[config.mk]
export PLATFORM = sky130hd
export DESIGN_NAME = adc_wave_meter
export DESIGN_NICKNAME = d
export VERILOG_FILES = /design/src/rtl/adc_wave_meter_pkg.sv /design/src/rtl/adc_wave_meter_schmitt.sv /design/src/rtl/adc_wave_meter.sv
export SDC_FILE = /design/constraint.sdc
export NUM_CORES = 1
export LEC_CHECK = 0
export BUFFER_PORTS_ARGS = -buffer_cell sky130_fd_sc_hd__buf_2
export CORE_MARGIN = 4
export CORE_UTILIZATION = 41
export DETAILED_ROUTE_END_ITERATION = 16
export SLEW_MARGIN = 15
export SYNTH_ARGS = -nofsm -noshare
export SYNTH_HDL_FRONTEND = slang
export SYNTH_SLANG_ARGS = --single-unit
[constraint.sdc]
create_clock -name sys_clk -period 12 [get_ports sys_clk]
set_input_delay 2.4 -clock sys_clk [delete_from_list [all_inputs] [get_ports sys_clk]]
set_output_delay 2.4 -clock sys_clk [all_outputs]
set_load 0.01 [all_outputs]
[src/rtl/adc_wave_meter_pkg.sv]
`default_nettype none
// ============================================================================
// wave_meas_pkg : shared FSM encoding, ADC defaults, FTW scale, sat32 helper
// Rev 1.0
// ============================================================================
package wave_meas_pkg;

  typedef enum logic [1:0] {
    ST_IDLE  = 2'd0,
    ST_ARM   = 2'd1,
    ST_GATE  = 2'd2,
    ST_LATCH = 2'd3
  } meas_state_e;

  localparam logic [7:0]  ADC_MID_DEFAULT = 8'd128;
  localparam logic [7:0]  HYST_DEFAULT    = 8'd8;
  localparam logic [31:0] FTW_SCALE_50M   = 32'd5629499;

  // floor(2^48 / clk_freq): phase increment per Hz for a 32-bit accumulator, <<16
  function automatic logic [31:0] ftw_scale(input longint unsigned clk_freq);
    longint unsigned q;
    q = (64'd1 << 48) / clk_freq;
    return q[31:0];
  endfunction

  function automatic logic [31:0] sat32(input logic [63:0] v);
    return (|v[63:32]) ? 32'hFFFF_FFFF : v[31:0];
  endfunction

endpackage
`default_nettype wire

[src/rtl/adc_wave_meter_schmitt.sv]
`default_nettype none
// ============================================================================
// schmitt_edge_det : hysteresis comparator on ADC samples, one-cycle rise pulse
// Rev 1.0
// ============================================================================
module schmitt_edge_det
  import wave_meas_pkg::*;
#(
  parameter logic [7:0] ADC_MID = ADC_MID_DEFAULT,
  parameter logic [7:0] HYST    = HYST_DEFAULT
) (
  input  logic       sys_clk,
  input  logic       sys_rst_n,
  input  logic [7:0] adc_data,
  input  logic       adc_valid,
  input  logic       clear,
  output logic       rise_pulse
);

  localparam logic [8:0] C_HI_SUM  = {1'b0, ADC_MID} + {1'b0, HYST};
  localparam logic [8:0] C_LO_DIFF = {1'b0, ADC_MID} - {1'b0, HYST};
  localparam logic [7:0] C_THR_HI  = C_HI_SUM[8]  ? 8'hFF : C_HI_SUM[7:0];
  localparam logic [7:0] C_THR_LO  = C_LO_DIFF[8] ? 8'h00 : C_LO_DIFF[7:0];

  logic first_q, first_d;
  logic high_q, high_d;

  always_ff @(posedge sys_clk or negedge sys_rst_n) begin
    if (!sys_rst_n) begin
      first_q <= 1'b1;
      high_q  <= 1'b0;
    end else begin
      first_q <= first_d;
      high_q  <= high_d;
    end
  end

  // The rise pulse is combinational so a sample in the final gate cycle still counts.
  always_comb begin
    first_d    = first_q;
    high_d     = high_q;
    rise_pulse = 1'b0;
    if (clear) begin
      first_d = 1'b1;
    end else if (adc_valid) begin
      if (first_q) begin
        first_d = 1'b0;
        high_d  = (adc_data >= ADC_MID);
      end else if (!high_q && (adc_data >= C_THR_HI)) begin
        high_d     = 1'b1;
        rise_pulse = 1'b1;
      end else if (high_q && (adc_data <= C_THR_LO)) begin
        high_d = 1'b0;
      end
    end
  end

endmodule
`default_nettype wire

[src/rtl/adc_wave_meter.sv]
`default_nettype none
// ============================================================================
// adc_wave_meter : gated frequency and min/max/Vpp meter for 8-bit ADC samples
// Optional macro FTW_CALC_EN adds a pipeline stage and the ftw output. Rev 1.0
// ============================================================================
module adc_wave_meter
  import wave_meas_pkg::*;
#(
  parameter int unsigned CLK_FREQ    = 50_000_000,
  parameter int unsigned GATE_CYCLES = 50_000_000,
  parameter logic [7:0]  ADC_MID     = ADC_MID_DEFAULT,
  parameter logic [7:0]  HYST        = HYST_DEFAULT
) (
  input  logic        sys_clk,
  input  logic        sys_rst_n,
  input  logic [7:0]  adc_data,
  input  logic        adc_valid,
  input  logic        meas_en,
  output logic        busy,
  output logic        meas_done,
  output logic [31:0] freq_hz,
  output logic [7:0]  vmax,
  output logic [7:0]  vmin,
  output logic [7:0]  vpp,
  output logic        no_signal
`ifdef FTW_CALC_EN
  ,
  output logic [31:0] ftw
`endif
);

  localparam int unsigned C_SCALE     = CLK_FREQ / GATE_CYCLES;
  localparam logic [31:0] C_GATE_LAST = 32'(GATE_CYCLES - 1);

  meas_state_e state_q, state_d;
  logic [31:0] gate_cnt_q, gate_cnt_d;
  logic [31:0] edge_cnt_q, edge_cnt_d;
  logic [7:0]  min_q, min_d;
  logic [7:0]  max_q, max_d;
  logic        seen_q, seen_d;

  logic [31:0] freq_q;
  logic [7:0]  vmax_q, vmin_q, vpp_q;
  logic        no_sig_q, done_q;

  logic        w_sample, w_rise, w_last;
  logic [31:0] w_freq;
  logic [7:0]  w_vmax, w_vmin;

  assign w_sample = adc_valid && (state_q == ST_GATE);
  assign w_last   = (state_q == ST_GATE) && meas_en && (gate_cnt_q == C_GATE_LAST);

  schmitt_edge_det #(
    .ADC_MID (ADC_MID),
    .HYST    (HYST)
  ) u_schmitt (
    .sys_clk    (sys_clk),
    .sys_rst_n  (sys_rst_n),
    .adc_data   (adc_data),
    .adc_valid  (w_sample),
    .clear      (state_q == ST_ARM),
    .rise_pulse (w_rise)
  );

  always_comb begin
    state_d = state_q;
    case (state_q)
      ST_IDLE:  if (meas_en) state_d = ST_ARM;
      ST_ARM:   state_d = meas_en ? ST_GATE : ST_IDLE;
      ST_GATE: begin
        if (!meas_en)    state_d = ST_IDLE;
        else if (w_last) state_d = ST_LATCH;
      end
      ST_LATCH: state_d = meas_en ? ST_ARM : ST_IDLE;
      default:  state_d = ST_IDLE;
    endcase
  end

  always_comb begin
    gate_cnt_d = gate_cnt_q;
    edge_cnt_d = edge_cnt_q;
    min_d      = min_q;
    max_d      = max_q;
    seen_d     = seen_q;
    if (state_q == ST_ARM) begin
      gate_cnt_d = '0;
      edge_cnt_d = '0;
      min_d      = 8'hFF;
      max_d      = 8'h00;
      seen_d     = 1'b0;
    end else if (state_q == ST_GATE) begin
      gate_cnt_d = gate_cnt_q + 32'd1;
      if (w_sample) begin
        seen_d = 1'b1;
        if (adc_data < min_q) min_d = adc_data;
        if (adc_data > max_q) max_d = adc_data;
      end
      if (w_rise && (edge_cnt_q != 32'hFFFF_FFFF)) edge_cnt_d = edge_cnt_q + 32'd1;
    end
  end

  // Results are taken from the next-state values so the last gate sample is included.
  assign w_freq = sat32(64'(edge_cnt_d) * 64'(C_SCALE));
  assign w_vmax = seen_d ? max_d : 8'h00;
  assign w_vmin = seen_d ? min_d : 8'h00;

  always_ff @(posedge sys_clk or negedge sys_rst_n) begin
    if (!sys_rst_n) begin
      state_q    <= ST_IDLE;
      gate_cnt_q <= '0;
      edge_cnt_q <= '0;
      min_q      <= 8'hFF;
      max_q      <= 8'h00;
      seen_q     <= 1'b0;
    end else begin
      state_q    <= state_d;
      gate_cnt_q <= gate_cnt_d;
      edge_cnt_q <= edge_cnt_d;
      min_q      <= min_d;
      max_q      <= max_d;
      seen_q     <= seen_d;
    end
  end

`ifdef FTW_CALC_EN
  localparam logic [47:0] C_FTW_K = 48'(ftw_scale(64'(CLK_FREQ)));

  logic [31:0] st_freq_q;
  logic [7:0]  st_vmax_q, st_vmin_q;
  logic        st_nosig_q;
  logic [31:0] ftw_q;
  logic [47:0] w_ftw_prod;

  assign w_ftw_prod = 48'(st_freq_q) * C_FTW_K;

  always_ff @(posedge sys_clk or negedge sys_rst_n) begin
    if (!sys_rst_n) begin
      st_freq_q  <= '0;
      st_vmax_q  <= '0;
      st_vmin_q  <= '0;
      st_nosig_q <= 1'b0;
      freq_q     <= '0;
      vmax_q     <= '0;
      vmin_q     <= '0;
      vpp_q      <= '0;
      no_sig_q   <= 1'b0;
      ftw_q      <= '0;
      done_q     <= 1'b0;
    end else begin
      done_q <= (state_q == ST_LATCH);
      if (w_last) begin
        st_freq_q  <= w_freq;
        st_vmax_q  <= w_vmax;
        st_vmin_q  <= w_vmin;
        st_nosig_q <= (edge_cnt_d == 32'd0);
      end
      if (state_q == ST_LATCH) begin
        freq_q   <= st_freq_q;
        vmax_q   <= st_vmax_q;
        vmin_q   <= st_vmin_q;
        vpp_q    <= st_vmax_q - st_vmin_q;
        no_sig_q <= st_nosig_q;
        ftw_q    <= w_ftw_prod[47:16];
      end
    end
  end

  assign ftw = ftw_q;
`else
  always_ff @(posedge sys_clk or negedge sys_rst_n) begin
    if (!sys_rst_n) begin
      freq_q   <= '0;
      vmax_q   <= '0;
      vmin_q   <= '0;
      vpp_q    <= '0;
      no_sig_q <= 1'b0;
      done_q   <= 1'b0;
    end else begin
      done_q <= w_last;
      if (w_last) begin
        freq_q   <= w_freq;
        vmax_q   <= w_vmax;
        vmin_q   <= w_vmin;
        vpp_q    <= w_vmax - w_vmin;
        no_sig_q <= (edge_cnt_d == 32'd0);
      end
    end
  end
`endif

  assign busy      = (state_q != ST_IDLE);
  assign meas_done = done_q;
  assign freq_hz   = freq_q;
  assign vmax      = vmax_q;
  assign vmin      = vmin_q;
  assign vpp       = vpp_q;
  assign no_signal = no_sig_q;

endmodule
`default_nettype wire
* Word level (Yosys, flattened, before mapping)
Cells that the tools add are included.
Word-level totals: bits of input ports 12, bits in registers 143
Cells by class: reductions and logical operators 15, bitwise logic cells 1, order comparisons 5, add/subtract/negate cells 3, muxes and demuxes 33, equal/unequal tests 7
Operators with widths (number):
- two-way mux 32 bit | 5
- two-way mux 8 bit | 10
- adder 32 x 1 -> 32 bit (second input constant) | 2
- equality test 32 x 26 -> 1 bit (second input constant) | 1
- zero test 32 bit | 1
- inequality test 32 bit (second input constant) | 1
- >= comparator 8 bit (second input constant) | 2
- two-way mux 1 bit | 13
- > comparator 8 bit | 1
- <= comparator 8 x 7 -> 1 bit (second input constant) | 1
- < comparator 8 bit | 1
- two-way mux 2 bit | 4
- one-hot mux 2 bit (4 select lines) | 1
- subtractor 8 bit | 1
- logical AND 1 bit | 6
- nonzero test 2 bit | 3
- equality test 2 bit (second input constant) | 2
- inequality test 3 bit (second input constant) | 1
- AND reduction 3 bit | 1
- nonzero test 3 bit | 1
- equality test 2 x 1 -> 1 bit (second input constant) | 1
- zero test 2 bit | 1
- inequality test 2 bit (second input constant) | 1
- AND reduction 2 bit | 1
- 2 further kinds | 2

* Logic depth before layout (Yosys ltp)
Gate-level depths: netlist (run 1).
word-level depth 11, mapped depth 20, depth with buffers taken out 19

* Cells and area by module
From an unflattened synthesis (run 1), not the netlist that was laid out.
Second synthesis, totals: cell total of the unflattened synthesis 806, area total of the unflattened synthesis 7487.2 um^2
Modules (own cells, without submodules):
- adc_wave_meter | area each 7357.1 um^2, cells an instance 792, sequential area each 3538.4 um^2, instances 1
- schmitt_edge_det | area each 130.1 um^2, cells an instance 14, sequential area each 51.3 um^2, instances 1

* Worst setup path after synthesis (run 1)
Ideal clock, no wire load.
path type in2reg, from input adc_data[1], to register vpp_q[6] (netlist: vpp[6]), slack 6.268 ns, cell stages on the path 18, data arrival time 5.596 ns, buffers on the path 1, cell sequence ha_1 -> a21o_1 -> a21o_1 -> a211o_1 -> a211oi_1 -> clkbuf_1 -> a211oi_1 -> nor3_1 -> ha_1 -> inv_1 -> fa_1 -> a21oi_1 -> o21bai_1 -> nand2_1 -> nand2_1 -> a21oi_1 -> xor2_1 -> o21ai_0
Between the ends: longest elaborated chain between the ends 7, elaborated cells between the ends (all ways) 13, those cells by class 1 x add/sub; 2 x order compare; 10 x mux
RTL lines:
- from (decl) | RTL line adc_wave_meter.sv:16 | input logic [7:0] adc_data,
- < comparator 8 bit | RTL line adc_wave_meter.sv:95 | if (adc_data < min_q) min_d = adc_data;
- two-way mux 8 bit | RTL line adc_wave_meter.sv:95
- two-way mux 8 bit | RTL line adc_wave_meter.sv:93 | if (w_sample) begin
- two-way mux 8 bit | RTL line adc_wave_meter.sv:91 | end else if (state_q == ST_GATE) begin
- two-way mux 8 bit | RTL line adc_wave_meter.sv:85 | if (state_q == ST_ARM) begin
- two-way mux 8 bit | RTL line adc_wave_meter.sv:105 | assign w_vmin = seen_d ? min_d : 8'h00;
- net w_vmin[0] | RTL line adc_wave_meter.sv:48 | logic [7:0] w_vmax, w_vmin;
- subtractor 8 bit | RTL line adc_wave_meter.sv:184 | vpp_q <= w_vmax - w_vmin;
- to (signal assigned) | RTL line adc_wave_meter.sv:184
- to (decl) | RTL line adc_wave_meter.sv:43 | logic [7:0] vmax_q, vmin_q, vpp_q;
The timed path passes the listed nets, and every way through them passes these cells. A chain may end at the register's enable or synchronous reset.

* Worst setup path after layout (run 1)
from input adc_data[7], to register vpp_q[7] (netlist: vpp[7])
Between the ends: longest elaborated chain between the ends 7, elaborated cells between the ends (all ways) 13, those cells by class 1 x add/sub; 2 x order compare; 10 x mux
RTL lines:
- > comparator 8 bit | RTL line adc_wave_meter.sv:96 | if (adc_data > max_q) max_d = adc_data;
- two-way mux 8 bit | RTL line adc_wave_meter.sv:96
- two-way mux 8 bit | RTL line adc_wave_meter.sv:93
- two-way mux 8 bit | RTL line adc_wave_meter.sv:91
- two-way mux 8 bit | RTL line adc_wave_meter.sv:85
- two-way mux 8 bit | RTL line adc_wave_meter.sv:104 | assign w_vmax = seen_d ? max_d : 8'h00;
- net w_vmax[1] | RTL line adc_wave_meter.sv:48
- subtractor 8 bit | RTL line adc_wave_meter.sv:184
The timed path passes the listed nets, and every way through them passes these cells.

==> metrics, run 1 <==
status finished, final reports clean; Startpoint Class input port; worst slew pin tran 1.06 ns; GR Overflow Total 0; HP Start freq_hz[11]; Synth area leaders dfrtp_1, nand2_1, ha_1; area of the core 18,100 um2; area delta synth->final 15.1%; WP buf/inv 1; Critical Path AT 6.31 ns; Power Dens Cells 159 nW/um2; YS warnings 0; io pins 71; ys flop type dfrtp_1; Routed Antenna Nets 0; crit-path leading delay family compound AO/OA/AOI/OAI gates; crit-path most repeated cell a21oi_1; CTS Buffer Depth 2; top-count cell post-synth nand2_1; minimum clock period 5.95 ns; switching share of power 0.314; largest net degree at the start of global routing 74; Post-CTS Repair Setup Buffers 0; Sink Count 143; number of synthesized flops with an enable pin 0; Syn Inst Count 827; DR iter-0 viols 380; Hold Path Cell Cnt 2; Rel. slew slack 0.294; Rows 49; worst r2r dst vpp[7]; cts bufs inserted 17; Worst-Skew Late Latency 0.43 ns; final core utilization 0.484; Unique masters post-synth 60; IO buf count 70; Die H 144 um; VDD IR max 0.107 mV; Seq/Total Area, Yosys 0.472; Critical Path Fanout Max 8; Post-route DRC 0; Critical Path RT 12.36 ns; CTS Hold Bufs 0; filler instances 1,753; Area after DPL 8130 um2; Setup Viol. Count Final 0; CTS resizes 0; initial antenna violation count 0; Worst Setup Path Type input port to register; critical path cell sequence buf_2 -> ha_1 -> and4_1 -> a21oi_1 -> nand3_1 -> o21ai_1 -> mux2i_1 -> nor3_1 -> ha_1 -> nor2b_1 -> o21ai_0 -> a21oi_1 -> o21ai_0 -> a21oi_1 -> o41a_1 -> nand2_1; Post-Syn Area per Cell 9.19 um2; Net Count, Synth 867; Yosys top cell by area dfrtp_1; routed wire length per instance 16.4 um; Combinational Power Share 0.217; slowest CP cell o21ai_1; hold endpoint freq_hz[11]; setup TNS 0 ns; Synth async-reset ratio 1.00; Die ar. 20,800 um2; share of layout cells above drive strength 1 0.154; Max Clock Freq 168 MHz; Overall Global Routing Usage 0.192; RSZ-0062 raised after global routing no; Root Driver clkbuf_16; Multi-input gate area 3700 um2; Initial Util 0.420; Total Wirelength 18,500 um; Synth Cell Area 7600 um2; Largest stage delay, worst path 0.77 ns; placer congestion estimate 0.858; register share of total power 0.377; max-cap viol count 0; vias per cell 5.40; CTS HTree Levels 4; number of synthesized register bits 143; R2R Setup Slk 7.40 ns; first-pass GRT wire length 31,900 um; vias post-DR 6,090; hold crit path type register to register; top cells by count, synth nand2_1, dfrtp_1, nor2_1, inv_1, o21ai_0; Internal Power 0.000953 W; Clk pin slew, worst setup/hold paths 0.06 ns; worst r2r path cells 16; FF/Latch Area 3590 um2; Tcrit/Tclk final 0.496; diode count 0; number of global-route vias before repair 6,237; max-slew violation count 0; element type at the critical path end register; die width 144 um; top-area cell type share of the netlist area 0.441; Pleak 4.12 nW; Pre-antenna DRT Iters 5; RR Startpoint state_q[0]; Clk pwr share 0.405; P_sw 0.000437 W; final net count 926; final hold violations 0; Final Skew 0.0131 ns; fin area 8750 um2; CTS tree built; Final HPWL DP 13,000 um
## worst min-delay path, delay by kind of cell (launching register included)
family | cells | cell delay (ns)
flip-flops | 1 | 0.34
AND/OR/NAND/NOR | 2 | 0.09
## power by group through the flow
stage	Clock (W)	Sequential [W]	Combinational (W)
3_5_place_dp	0	0.000532	0.000303
2_1_floorplan	0	0.000528	0.000225
6_report	0.000563	0.000524	0.000302
5_1_grt	0.000598	0.000527	0.000343
3_3_place_gp	0	0.000532	0.000302
4_1_cts	0.000574	0.000524	0.000305
## state kept, by name (all words and copies together) (netlist names)
register           count
u_schmitt.first_q      1
max_q                  8
no_signal              1
freq_hz               32
vpp                    8
vmin                   8
state_q                2
u_schmitt.high_q       1
meas_done              1
vmax                   8
min_q                  8
seen_q                 1
gate_cnt_q            32
edge_cnt_q            32
## worst max path at each step
stage	start	end	slack, ns	cells after the start
floorplan	adc_data[1]	vpp[6]	6.27	18
global placement	adc_data[7]	vpp[7]	5.81	16
detailed placement	adc_data[7]	vpp[7]	5.68	17
CTS	adc_data[7]	vpp[7]	6.12	16
global route	adc_data[3]	vpp[7]	5.64	17
finish	adc_data[7]	vpp[7]	6.05	16
## metal layers
| metal | vias up | GRT usage | wire length, um |
|---|---|---|---|
| met3 | 23 | 0.0433 | 710 |
| li1 | 3036 | - | - |
| met4 | 0 | 0.0560 | 250 |
| met2 | 108 | 0.307 | 8620 |
| met1 | 2923 | 0.264 | 8880 |
| met5 | - | 0 | 0 |
## cell type report
class / count / area share
inverter: 40 / 0.0172
sequential: 143 / 0.410
clock inverter: 10 / 0.0189
clock buffer: 22 / 0.0519
multi-input combinational: 608 / 0.423
timing repair buffer: 76 / 0.0459
tap: 229 / 0.0327
## cells by family (layout without fill, tap and decap cells)
| group | after synthesis | count (layout) | share of synthesized area |
|---|---|---|---|
| simple gates | 387 | 387 | 0.251 |
| compound gates | 128 | 128 | 0.107 |
| fa+ha+maj | 28 | 28 | 0.0471 |
| buf+inv | 76 | 148 | 0.0415 |
| mux | 28 | 28 | 0.0393 |
| flops | 143 | 143 | 0.472 |
| xor+xnor | 37 | 37 | 0.0426 |
## metrics by stage
step | power, W | setup slack, ns | std cells | hold WS [ns]
after floorplan | 0.000753 | 6.27 | 827 | 0.476
after global placement | 0.000834 | 5.81 | 1096 | 0.444
after detailed placement | 0.000835 | 5.68 | 1096 | 0.450
after CTS | 0.00140 | 6.12 | 1128 | 0.464
after global routing | 0.00147 | 5.64 | 1128 | 0.497
final | 0.00139 | 6.05 | 1128 | 0.458
## placed cells by master, fill, tap and decap left out, drive strengths merged, types with 9 or more instances in the layout
master and instances:
nand3 25, xnor2 17, a21oi 36, inv 39
nand2 159, or4 15, nor4 13, nand4 27
mux2 12, nor2 62, and4 9, o31ai 10
mux2i 16, or3 21, buf 76, o21ai 39
dfstp 9, dfrtp 134, xor2 20, nor3 27
clkbuf 22, ha 27
(Power assumes the default switching activity.)
==> run 2, diff against run 1 <==
--- a/config.mk
+++ b/config.mk
@@ -5,6 +5,7 @@
 export SDC_FILE = /design/constraint.sdc
 export NUM_CORES = 1
 export LEC_CHECK = 0
+export ABC_AREA = 1
 export BUFFER_PORTS_ARGS = -buffer_cell sky130_fd_sc_hd__buf_2
 export CORE_MARGIN = 4
 export CORE_UTILIZATION = 41
==> constraint.sdc (replaced) <==
create_clock -name sys_clk -period 5.85 [get_ports sys_clk]
set_input_delay 1.17 -clock sys_clk [delete_from_list [all_inputs] [get_ports sys_clk]]
set_output_delay 1.17 -clock sys_clk [all_outputs]
set_load 0.01 [all_outputs]
==> run 2 against run 1 <==
  * Clock-buffer cell count decreased by 3
  * Sequential cell count unchanged
  * Final area increased by 8.3%
  * Global-route usage decreased by 0.11 points
  * Die area increased by 9.2%
  * Register-to-register slack got worse by 5.3 ns
  * Synthesized cell count increased by 40%
  * Via count increased by 21%
  * Sequential share of layout area decreased by 3.2 points
  * Cell count increased by 33%
  * Largest cell class unchanged
  * Total power increased by 100%
==> metrics, run 2 <==
register share of total power 0.385; DR iter-0 viols 443; crit-path most repeated cell nand2_1; Critical Path RT 6.11 ns; Seq/Total Area, Yosys 0.430; initial antenna violation count 0; Unique masters post-synth 42; overall power 0.00280 W; Final HPWL DP 15,000 um; die width 151 um; placer congestion estimate 0.917; first-pass GRT wire length 34,900 um; Rows 51; Die ar. 22,700 um2; Initial Util 0.423; Syn Inst Count 1,160; share of layout cells above drive strength 1 0.111; cts bufs inserted 17; Post-Syn Area per Cell 7.19 um2; Total Wirelength 20,700 um; max-cap viol count 0; Setup Viol. Count Final 0; slowest CP cell fa_1; Critical Path Fanout Max 13; Routed Antenna Nets 0; Worst Setup Path Type input port to register; Worst-Skew Late Latency 0.43 ns; CTS tree built; filler instances 2,003; Top Metal Used met4; Critical Path AT 4.16 ns; Die H 151 um; met2 wire length 9780 um; Synth async-reset ratio 1.00; Pleak 4.97 nW; largest net degree at the start of global routing 110; setup TNS 0 ns; Clk pin slew, worst setup/hold paths 0.06 ns; RSZ-0062 raised after global routing no; top-count cell post-synth nand2_1; P_sw 0.000926 W; CTS HTree Levels 4; Overall Global Routing Usage 0.191; number of synthesized flops with an enable pin 0; most frequent cells in the layout nand2_1, inv_1, dfrtp_1; vias per cell 4.94; Largest stage delay, worst path 0.40 ns; GR Overflow Total 0; Synth area leaders dfrtp_1, nand2_1, inv_1; Post-CTS Repair Setup Buffers 0; Final Skew 0.00912 ns; met3 WL 705 um; routed wire length per instance 13.9 um; io pins 71; Net Count, Synth 1,200; vias post-DR 7,391; final hold violations 0; diode count 0; Yosys top cell by area dfrtp_1; CTS Buffer Depth 2; max-slew violation count 0; Sink Count 143; status finished, final reports clean; critical path cell sequence buf_2 -> ha_1 -> nand2_1 -> nand2_1 -> nand2_1 -> nand2_1 -> nand2_1 -> nand2_1 -> nand2_1 -> nand2_1 -> o21ai_0 -> nand2_1 -> inv_1 -> ha_1 -> inv_1 -> fa_1 -> nand3_1 -> and2_1 -> inv_1 -> a21oi_1 -> o21ai_0 -> xnor2_1 -> o21ai_0; Power Dens Cells 295 nW/um2; hold crit path type register to register; Rel. slew slack 0.307; Synth Cell Area 8350 um2; VDD IR max 0.243 mV; worst slew pin tran 1.04 ns; Metal-1 WL 9980 um; Pre-antenna DRT Iters 5; CTS resizes 0; top cells by count, synth nand2_1, inv_1, dfrtp_1, nor2_1, nand3_1; Combinational Power Share 0.230; most common cell after layout, fill and taps aside nand2_1; WHS 0.478 ns; crit-path leading delay family simple AND/OR/NAND/NOR gates; area delta synth->final 13.6%; ys flop type dfrtp_1; Post-route DRC 0; CTS Hold Bufs 0; number of synthesized register bits 143; Startpoint Class input port; Max Clock Freq 257 MHz; IO buf count 70; element type at the critical path end register; area of the core 19,700 um2; switching share of power 0.331; Internal Power 0.00187 W; WP buf/inv 4; Tcrit/Tclk final 0.666; YS warnings 0; top-area cell type share of the netlist area 0.402; final net count 1,257; number of global-route vias before repair 7,123; Root Driver clkbuf_16; Clk pwr share 0.385; minimum clock period 3.89 ns
==> run 2: cell count changes after synthesis, sizes merged, moves of 21 or more <==
cell / previous run / this run
or3: 21 / 0
nor2: 62 / 111
inv: 39 / 160
nand2: 159 / 371
o21ai: 39 / 87
nand3: 25 / 85
==> run 2: metal layers <==
| layer | track usage | vias to the layer above |
|---|---|---|
| met3 | 0.0385 | 25 |
| met5 | 0 | - |
| met2 | 0.312 | 122 |
| met4 | 0.0539 | 0 |
| li1 | - | 3802 |
| met1 | 0.260 | 3442 |
==> run 2: power by group through the flow <==
stage               registers (W)  logic [W]  clock network, W
finish                    0.00108   0.000644           0.00108
global route              0.00108   0.000747           0.00114
CTS                       0.00108   0.000646           0.00110
detailed placement        0.00109   0.000642                 0
global placement          0.00109   0.000636                 0
floorplan                 0.00108   0.000487                 0
==> run 2: final cells by class <==
cell class,instances,area (um2),share of cell area
clock buffer,19,443,0.0467
multi-input combinational,821,4000,0.422
tap,265,332,0.0350
inverter,162,608,0.0642
clock inverter,13,138,0.0145
timing repair buffer,72,372,0.0392
sequential,143,3590,0.379
==> run 2: stage by stage <==
step | std cells | utilization | setup WS, ns | cell area [um2]
after CTS | 1495 | 0.480 | 1.99 | 9470
final | 1495 | 0.481 | 1.96 | 9480
after detailed placement | 1463 | 0.451 | 1.55 | 8890
after floorplan | 1160 | - | 2.07 | 8350
after global routing | 1495 | 0.481 | 1.54 | 9480
after global placement | 1463 | 0.451 | 1.64 | 8890
==> run 2: worst paths after layout <==
kind                                   from          end  slack, ns  cells after the start
worst max-delay path            adc_data[1]       vpp[6]       1.96                     23
worst min-delay path             freq_hz[9]   freq_hz[9]       0.48                      2
worst max register to register   state_q[1]       vpp[7]       2.09                     20
worst min register to register   freq_hz[9]   freq_hz[9]       0.48                      2
max in group asynchronous         sys_rst_n  freq_hz[16]       3.97                      2
min in group asynchronous         sys_rst_n   freq_hz[8]       0.85                      1
==> run 2: cells by family after synthesis <==
| family | synth area share |
|---|---|
| buffers and inverters | 0.0928 |
| DFF | 0.430 |
| adders and majority gates | 0.0429 |
| and+or+nand+nor | 0.324 |
| xor gates and xnor gates | 0.0220 |
| AOI/OAI and AO/OA | 0.0885 |
==> run 2: tightest hold or removal path, delay by kind of cell (launching register included) <==
family           cells  cell delay, ns
AO/OA/AOI/OAI        1            0.05
AND/OR/NAND/NOR      1            0.05
flip-flops           1            0.34
